`src/rtl/ldpc_int_pkg.sv`:
```
// Shared types and helpers for the intrinsic-LLR ping-pong buffer path.
// Latency: n/a (types and pure functions only).
// Backpressure: n/a.
package ldpc_int_pkg;

    // Life cycle of one intrinsic RAM buffer.
    typedef enum logic [1:0] {
        BUF_EMPTY,
        BUF_FILLING,
        BUF_FULL,
        BUF_DECODING
    } int_buf_state_t;

    // Largest stored LLR magnitude. The range is symmetric, so the most-negative
    // two's complement code is never produced.
    function automatic int llr_max(input int data_width);
        return (1 << (data_width - 1)) - 1;
    endfunction

    // Clip a sign-extended channel LLR into [-llr_max, +llr_max].
    function automatic int sat_llr(input int llr, input int data_width);
        int lim;
        lim = llr_max(data_width);
        if (llr > lim) begin
            return lim;
        end
        if (llr < -lim) begin
            return -lim;
        end
        return llr;
    endfunction

endpackage

```
`src/rtl/int_buf_ctrl.sv`:
```
// State tracker for one intrinsic RAM buffer: EMPTY -> FILLING -> FULL -> DECODING -> EMPTY.
// Latency: state updates on the clock edge that sees the qualifying strobe.
// Backpressure: none; the parent only presents strobes that are legal in the current state.
//
// Ports:
//   clk, rst_n  clock, asynchronous active-low reset (reset state EMPTY)
//   fill_start  a word is being written into this buffer (only acted on when EMPTY)
//   fill_end    the last word of the frame is being written (only acted on when FILLING)
//   ack         decoder takes this buffer (only acted on when FULL)
//   done        decoder finished this buffer (only acted on when DECODING)
//   state       current buffer state
module int_buf_ctrl
    import ldpc_int_pkg::*;
(
    input  logic           clk,
    input  logic           rst_n,
    input  logic           fill_start,
    input  logic           fill_end,
    input  logic           ack,
    input  logic           done,
    output int_buf_state_t state
);

    int_buf_state_t state_nxt;

    always_ff @(posedge clk or negedge rst_n) begin
        if (!rst_n) begin
            state <= BUF_EMPTY;
        end else begin
            state <= state_nxt;
        end
    end

    // A frame is at least two words long, so fill_start and fill_end never
    // need to be honoured in the same cycle.
    always_comb begin
        state_nxt = state;
        case (state)
            BUF_EMPTY:    if (fill_start) state_nxt = BUF_FILLING;
            BUF_FILLING:  if (fill_end)   state_nxt = BUF_FULL;
            BUF_FULL:     if (ack)        state_nxt = BUF_DECODING;
            BUF_DECODING: if (done)       state_nxt = BUF_EMPTY;
            default:                      state_nxt = BUF_EMPTY;
        endcase
    end

endmodule

```
`src/rtl/int_ram_loader.sv`:
```
// Ping-pong loader for the two-frame intrinsic RAM: saturates channel LLRs into the free
// buffer and routes decoder reads to the buffer being decoded.
// Latency: RAM write strobes in the accept cycle; dec_rd_data one cycle after dec_rd_en.
// Backpressure: llr_ready drops while the target buffer is FULL or DECODING; nothing is lost.
//
// Ports:
//   clk, rst_n              clock, asynchronous active-low reset
//   llr_valid/data/ready    channel LLR stream (valid/ready)
//   frame_valid, frame_ack  frame handoff to the decoder (valid & ack)
//   dec_done                decoder finished its frame (1-cycle pulse)
//   dec_rd_en, dec_addr     decoder read request
//   dec_rd_data             decoder read data (held between reads)
//   dec_buf                 buffer being decoded (0 -> frame 1, 1 -> frame 2)
//   ram_*[2:1]              per-buffer RAM port controls; index 1 is frame 1
module int_ram_loader
    import ldpc_int_pkg::*;
#(
    parameter int DATA_WIDTH = 8,
    parameter int IN_WIDTH   = 10,
    parameter int ADDR_WIDTH = 8,
    parameter int FRAME_LEN  = 256
) (
    input  logic                           clk,
    input  logic                           rst_n,
    input  logic                           llr_valid,
    input  logic [IN_WIDTH-1:0]            llr_data,
    output logic                           llr_ready,
    output logic                           frame_valid,
    input  logic                           frame_ack,
    input  logic                           dec_done,
    input  logic                           dec_rd_en,
    input  logic [ADDR_WIDTH-1:0]          dec_addr,
    output logic [DATA_WIDTH-1:0]          dec_rd_data,
    output logic                           dec_buf,
    output logic [2:1][DATA_WIDTH-1:0]     ram_data_in,
    output logic [2:1][ADDR_WIDTH-1:0]     ram_address,
    output logic [2:1]                     ram_chip_sel,
    output logic [2:1]                     ram_write_en,
    input  logic [2:1][DATA_WIDTH-1:0]     ram_data_out
);

    localparam logic [ADDR_WIDTH-1:0] LAST_PTR = ADDR_WIDTH'(FRAME_LEN - 1);

    int_buf_state_t            buf_state [2];
    logic                      wr_buf;
    logic [ADDR_WIDTH-1:0]     wr_ptr;
    logic                      oldest;      // next buffer to hand to the decoder
    logic                      rd_pend;
    logic                      rd_buf_q;
    logic [DATA_WIDTH-1:0]     rd_hold;

    logic                      any_dec;
    logic                      wr_fire;
    logic                      wr_last;
    logic                      rd_fire;
    logic                      ack_fire;
    logic signed [31:0]        llr_ext;
    logic [DATA_WIDTH-1:0]     sat_dat;

    // ------------------------------------------------------------------
    // Handshake decode
    // ------------------------------------------------------------------
    assign any_dec     = (buf_state[0] == BUF_DECODING) || (buf_state[1] == BUF_DECODING);
    assign llr_ready   = (buf_state[wr_buf] == BUF_EMPTY) || (buf_state[wr_buf] == BUF_FILLING);
    // Buffers fill alternately, so handing off in load order reduces to toggling 'oldest'.
    assign frame_valid = !any_dec && (buf_state[oldest] == BUF_FULL);
    assign ack_fire    = frame_valid && frame_ack;
    // rst_n keeps the RAM strobes quiet while reset is held, even with a live stream.
    assign wr_fire     = llr_valid && llr_ready && rst_n;
    assign wr_last     = wr_fire && (wr_ptr == LAST_PTR);
    // dec_buf only names a live buffer while one is DECODING.
    assign rd_fire     = dec_rd_en && any_dec && rst_n;

    // ------------------------------------------------------------------
    // Saturation
    // ------------------------------------------------------------------
    always_comb begin
        llr_ext = {{(32 - IN_WIDTH){llr_data[IN_WIDTH-1]}}, llr_data};
        sat_dat = DATA_WIDTH'(sat_llr(llr_ext, DATA_WIDTH));
    end

    // ------------------------------------------------------------------
    // Per-buffer state machines
    // ------------------------------------------------------------------
    int_buf_ctrl u_buf0 (
        .clk        (clk),
        .rst_n      (rst_n),
        .fill_start (wr_fire && !wr_buf),
        .fill_end   (wr_last && !wr_buf),
        .ack        (ack_fire && !oldest),
        .done       (dec_done && !dec_buf),
        .state      (buf_state[0])
    );

    int_buf_ctrl u_buf1 (
        .clk        (clk),
        .rst_n      (rst_n),
        .fill_start (wr_fire && wr_buf),
        .fill_end   (wr_last && wr_buf),
        .ack        (ack_fire && oldest),
        .done       (dec_done && dec_buf),
        .state      (buf_state[1])
    );

    // ------------------------------------------------------------------
    // Write pointer, buffer selection, handoff order
    // ------------------------------------------------------------------
    always_ff @(posedge clk or negedge rst_n) begin
        if (!rst_n) begin
            wr_ptr  <= '0;
            wr_buf  <= 1'b0;
            oldest  <= 1'b0;
            dec_buf <= 1'b0;
        end else begin
            if (wr_fire) begin
                if (wr_last) begin
                    wr_ptr <= '0;
                    wr_buf <= ~wr_buf;
                end else begin
                    wr_ptr <= wr_ptr + 1'b1;
                end
            end
            if (ack_fire) begin
                dec_buf <= oldest;
                oldest  <= ~oldest;
            end
        end
    end

    // ------------------------------------------------------------------
    // Read return: the RAM answers one cycle after the request; between
    // reads the last returned word is held.
    // ------------------------------------------------------------------
    always_ff @(posedge clk or negedge rst_n) begin
        if (!rst_n) begin
            rd_pend  <= 1'b0;
            rd_buf_q <= 1'b0;
            rd_hold  <= '0;
        end else begin
            rd_pend  <= rd_fire;
            rd_buf_q <= dec_buf;
            rd_hold  <= dec_rd_data;
        end
    end

    assign dec_rd_data = rd_pend ? (rd_buf_q ? ram_data_out[2] : ram_data_out[1]) : rd_hold;

    // ------------------------------------------------------------------
    // RAM port muxing. The write buffer is never the decoded buffer, so the
    // write and read arms never select the same port in one cycle.
    // ------------------------------------------------------------------
    always_comb begin
        ram_chip_sel = '0;
        ram_write_en = '0;
        ram_address  = '0;
        ram_data_in  = '0;
        for (int b = 0; b < 2; b++) begin
            if (wr_fire && (wr_buf == 1'(b))) begin
                ram_chip_sel[b+1] = 1'b1;
                ram_write_en[b+1] = 1'b1;
                ram_address[b+1]  = wr_ptr;
                ram_data_in[b+1]  = sat_dat;
            end else if (rd_fire && (dec_buf == 1'(b))) begin
                ram_chip_sel[b+1] = 1'b1;
                ram_address[b+1]  = dec_addr;
            end
        end
    end

endmodule

```
`config.mk`:
```
export PLATFORM = sky130hd
export DESIGN_NAME = int_ram_loader
export DESIGN_NICKNAME = d
export VERILOG_FILES = /design/src/rtl/ldpc_int_pkg.sv /design/src/rtl/int_buf_ctrl.sv /design/src/rtl/int_ram_loader.sv
export SDC_FILE = /design/constraint.sdc
export NUM_CORES = 1
export LEC_CHECK = 0
export BUFFER_PORTS_ARGS = -buffer_cell sky130_fd_sc_hd__buf_4
export CELL_PAD_IN_SITES_DETAIL_PLACEMENT = 1
export CELL_PAD_IN_SITES_GLOBAL_PLACEMENT = 1
export CORE_MARGIN = 2
export CORE_UTILIZATION = 35
export DETAILED_ROUTE_END_ITERATION = 8
export PLACE_DENSITY = 0.95
export SYNTH_ARGS = -nofsm -noshare
export SYNTH_HDL_FRONTEND = slang
export SYNTH_SLANG_ARGS = --single-unit
export TNS_END_PERCENT = 50
```
`constraint.sdc`:
```
create_clock -name clk -period 3.9 [get_ports clk]
set_input_delay 0.195 -clock clk [delete_from_list [all_inputs] [get_ports clk]]
set_output_delay 0.195 -clock clk [all_outputs]
set_load 0.005 [all_outputs]
```
==> run summary <==
* **result of the run** completed
* **CP startpoint** rst_n
* **top cells by area in the synthesized netlist** sky130_fd_sc_hd__dfrtp_1 (35%), sky130_fd_sc_hd__a21oi_1 (7.8%), sky130_fd_sc_hd__nand2_1 (7.7%)
* **Die Outline Area** 5740 sq um
* **post-route clock skew** 0.00966 ns
* **combined area of all synthesized cells** 1800 sq um
* **per-cell via count in the routed design** 5.12
* **routed wire length** 5560 um
* **first-pass iteration count of the detailed router** 4
* **syn nets** 274
* **startpoint of the tightest hold check path** frame_ack
* **worst hold margin** 0.218 ns
* **Unique masters post-synth** 44
* **clock latency of the later-clocked register in the worst-skew pair** 0.28 ns
* **leakage power of the design** 1.27 nW
* **area overhead of the layout relative to synthesis** 40.7%
* **multi-input combinational cell area** 1080 sq um
* **number of filler instances in the final layout** 638
* **synthesis warning total** 0
* **antenna-violating nets left** 0
* **sequential area share after synthesis** 0.347
* **flip-flop cell with the highest count after synthesis** sky130_fd_sc_hd__dfrtp_1
* **required time at the endpoint of the critical path** 3.70 ns
* **total inserted antenna cells** 0
* **part of the total power dissipated in combinational logic** 0.214
* **DP HPWL** 4520 um
* **number of sinks driven by the clock tree** 25
* **clock share of power** 0.251
* **fin cells** 373
* **remaining design rule violation count** 0
* **library cell used as clock root buffer** sky130_fd_sc_hd__clkbuf_8
* **Yosys reg bits** 25
* **synthesized area divided by synthesized cell count** 8.08 sq um
* **Fmax** 344 MHz
* **Commonest cells post-synth** sky130_fd_sc_hd__nand2_1 (37), sky130_fd_sc_hd__nor2_1 (35), sky130_fd_sc_hd__a21oi_1 (28)
* **cell repeated most along the worst path** sky130_fd_sc_hd__buf_4
* **unrepaired setup endpoints after global routing** false
* **fin. max-slew vios** 0
* **max-slew headroom at the worst pin** 0.581
* **switching power summed over all nets** 0.192 mW
* **TritonCTS Buffers** 3
* **wire per inst** 14.9 um
* **max-cap check violation count** 0
* **layout cell share with drive strength beyond 1** 0.337
* **antenna violations before repair** 0
* **number of synthesized flops with an enable pin** 0
* **internal cell power** 0.423 mW
* **post-route core utilization** 0.503
* **synthesized netlist cell count** 223
* **x dimension of the die** 75.8 um
* **std cell rows** 26
* **deepest level of the CTS H-tree** 1
* **vias after detailed routing** 1911
* **sequential share of power** 0.535
* **share of flip-flops with an asynchronous set or reset** 1.00
* **I/O pin cnt** 87
* **cell with the largest stage delay on the worst path** sky130_fd_sc_hd__dlygate4sd3_1
* **number of DRC markers in iteration 0** 61
* **Area after DPL** 2480 sq um
* **cells traversed along the worst timing path** dlygate4sd3_1, buf_4, nand4b_1, inv_1, o21ai_0, nor2_1, buf_4
* **worst path bufs/invs** 4
* **time the final worst path needs with I/O delays and setup** 2.91 ns
* **core box area** 5040 sq um
* **critical path class** input port to primary output
* **RD Place Congestion** 0.798
* **clock slew at reported path FFs** 0.08 ns
* **buffers added on ports** 86
* **PD cells** 243 nW/um^2
* **area share of the largest cell type after synthesis** 0.347
* **die extent in y** 75.8 um
* **total global routing overflow** 0
* **overall track demand over capacity in global routing** 0.194
* **crit path DAT** 2.71 ns
* **Tcrit/Tclk final** 0.745
* **hold buffers post-CTS** 1
* **number of resized instances in the post-cts repair step** 0
* **vias in the first global route** 1858
* **CP delay by family, top** buffers and inverters
* **Peak VDD IR** 0.148 mV
* **final standard cell area without fillers** 2530 sq um
* **cell accounting for the most synthesized area** sky130_fd_sc_hd__dfrtp_1
* **number of buffers between clock root and the deepest sink** 2
* **worst setup slack after layout** 0.995 ns
* **number of setup buffers added after CTS** 0
* **Initial Utilization** 0.357
* **clock tree from TritonCTS** built
* **Least-Margin Pin Slew** 0.622 ns
* **pin count of the biggest net entering global routing** 30
* **pre-CTS setup slack** 1.53 ns
* **post-route total power** 0.615 mW
* **worst min path class** input port to flop
* **setup TNS** 0 ns
* **startpoint type of the worst setup path** input port
* **wire length of the first global-routing pass** 8760 um
* **number of failing hold endpoints at the final stage** 0
* **critical path capture point type** primary output
* **max incr delay on CP** 0.52 ns
* **fraction of power spent switching nets** 0.311
* **footprint of the flip-flops and latches** 626 sq um
* **post-layout net count** 355
* **crit-path max FO** 29
* **most frequent cell after synthesis** sky130_fd_sc_hd__nand2_1
* **final setup violating endpoints** 0
* **DP Cell Count** 368
* **reg-to-reg critical path startpoint** u_buf1.state[1]$_DFFE_PN0P_
flip-flops by register name, indices dropped and copies added (netlist names):
signal and count:
wr_ptr 8, rd_buf_q 1, wr_buf 1, oldest 1, u_buf0.state 2, rd_hold 8
rd_pend 1, u_buf1.state 2, dec_buf 1
power groups by stage:
| stage | clock network [mW] | logic (mW) | registers [mW] |
|---|---|---|---|
| final | 0.155 | 0.131 | 0.329 |
| after global routing | 0.174 | 0.146 | 0.333 |
| after CTS | 0.161 | 0.133 | 0.327 |
| after detailed placement | 0 | 0.131 | 0.333 |
| after global placement | 0 | 0.124 | 0.331 |
| after floorplan | 0 | 0.0907 | 0.300 |
layout by cell type, fill, tap and decap left out, drive strengths merged:
cell         count
nand4bb          1
dfrtp           25
dlygate4sd3      1
clkinv           1
or2              2
mux2             3
a211o            1
clkbuf           3
inv             11
a211oi           1
xor2             1
nand3b           1
buf             86
xnor2            3
nand2           37
nor3             3
o211a            1
o21a             1
a21oi           30
and2             3
and4             1
or3b             2
ha              11
a21o             2
o31ai            1
nand3            4
o31a             2
a22o             2
mux2i            9
nor4             2
nand4b           1
o211ai           2
nand4            3
o21ai            7
a22oi            1
nor2            35
a32oi            1
o2bb2ai          2
layer usage:
layer	global-route usage	up-vias	wire, um
met5	0	-	0
met4	0.0273	0	51
met3	0.0331	6	150
met2	0.335	32	2940
met1	0.260	947	2420
li1	-	926	-
worst register-to-register path, delay by kind of cell, from the launching register on:
family	cells	cell delay (ns)
simple gates	2	0.92
flops	1	0.45
compound gates	1	0.16
mux	1	0.29
worst paths after layout:
kind	end	slack, ns	cells past startpoint
max reg2reg	u_buf1.state[1]$_DFFE_PN0P_	1.97	4
max in group asynchronous	rd_pend$_DFF_PN0_	3.27	2
max	ram_data_in[11]	0.99	7
min in group asynchronous	wr_buf$_DFFE_PN0P_	0.36	2
min	oldest$_DFFE_PN0N_	0.22	3
min reg2reg	rd_hold[3]$_DFF_PN0_	0.54	2
cell families (layout without fill, tap and decap cells):
family          after synthesis  after routing  share of synthesized area
mux                          12             12                     0.0708
fa+ha+maj                    11             11                     0.0764
compound gates               54             54                      0.192
buf+inv                      22            102                     0.0542
simple gates                 95             95                      0.240
flops                        25             25                      0.347
xor+xnor                      4              4                     0.0194
area by class of cell:
| cell class | instances | share of cell area |
|---|---|---|
| sequential | 25 | 0.247 |
| inverter | 11 | 0.0163 |
| tap | 70 | 0.0346 |
| clock inverter | 1 | 0.00197 |
| timing repair buffer | 87 | 0.259 |
| clock buffer | 3 | 0.0163 |
| multi-input combinational | 176 | 0.425 |
No activity file was read; power rests on OpenSTA's default activity.
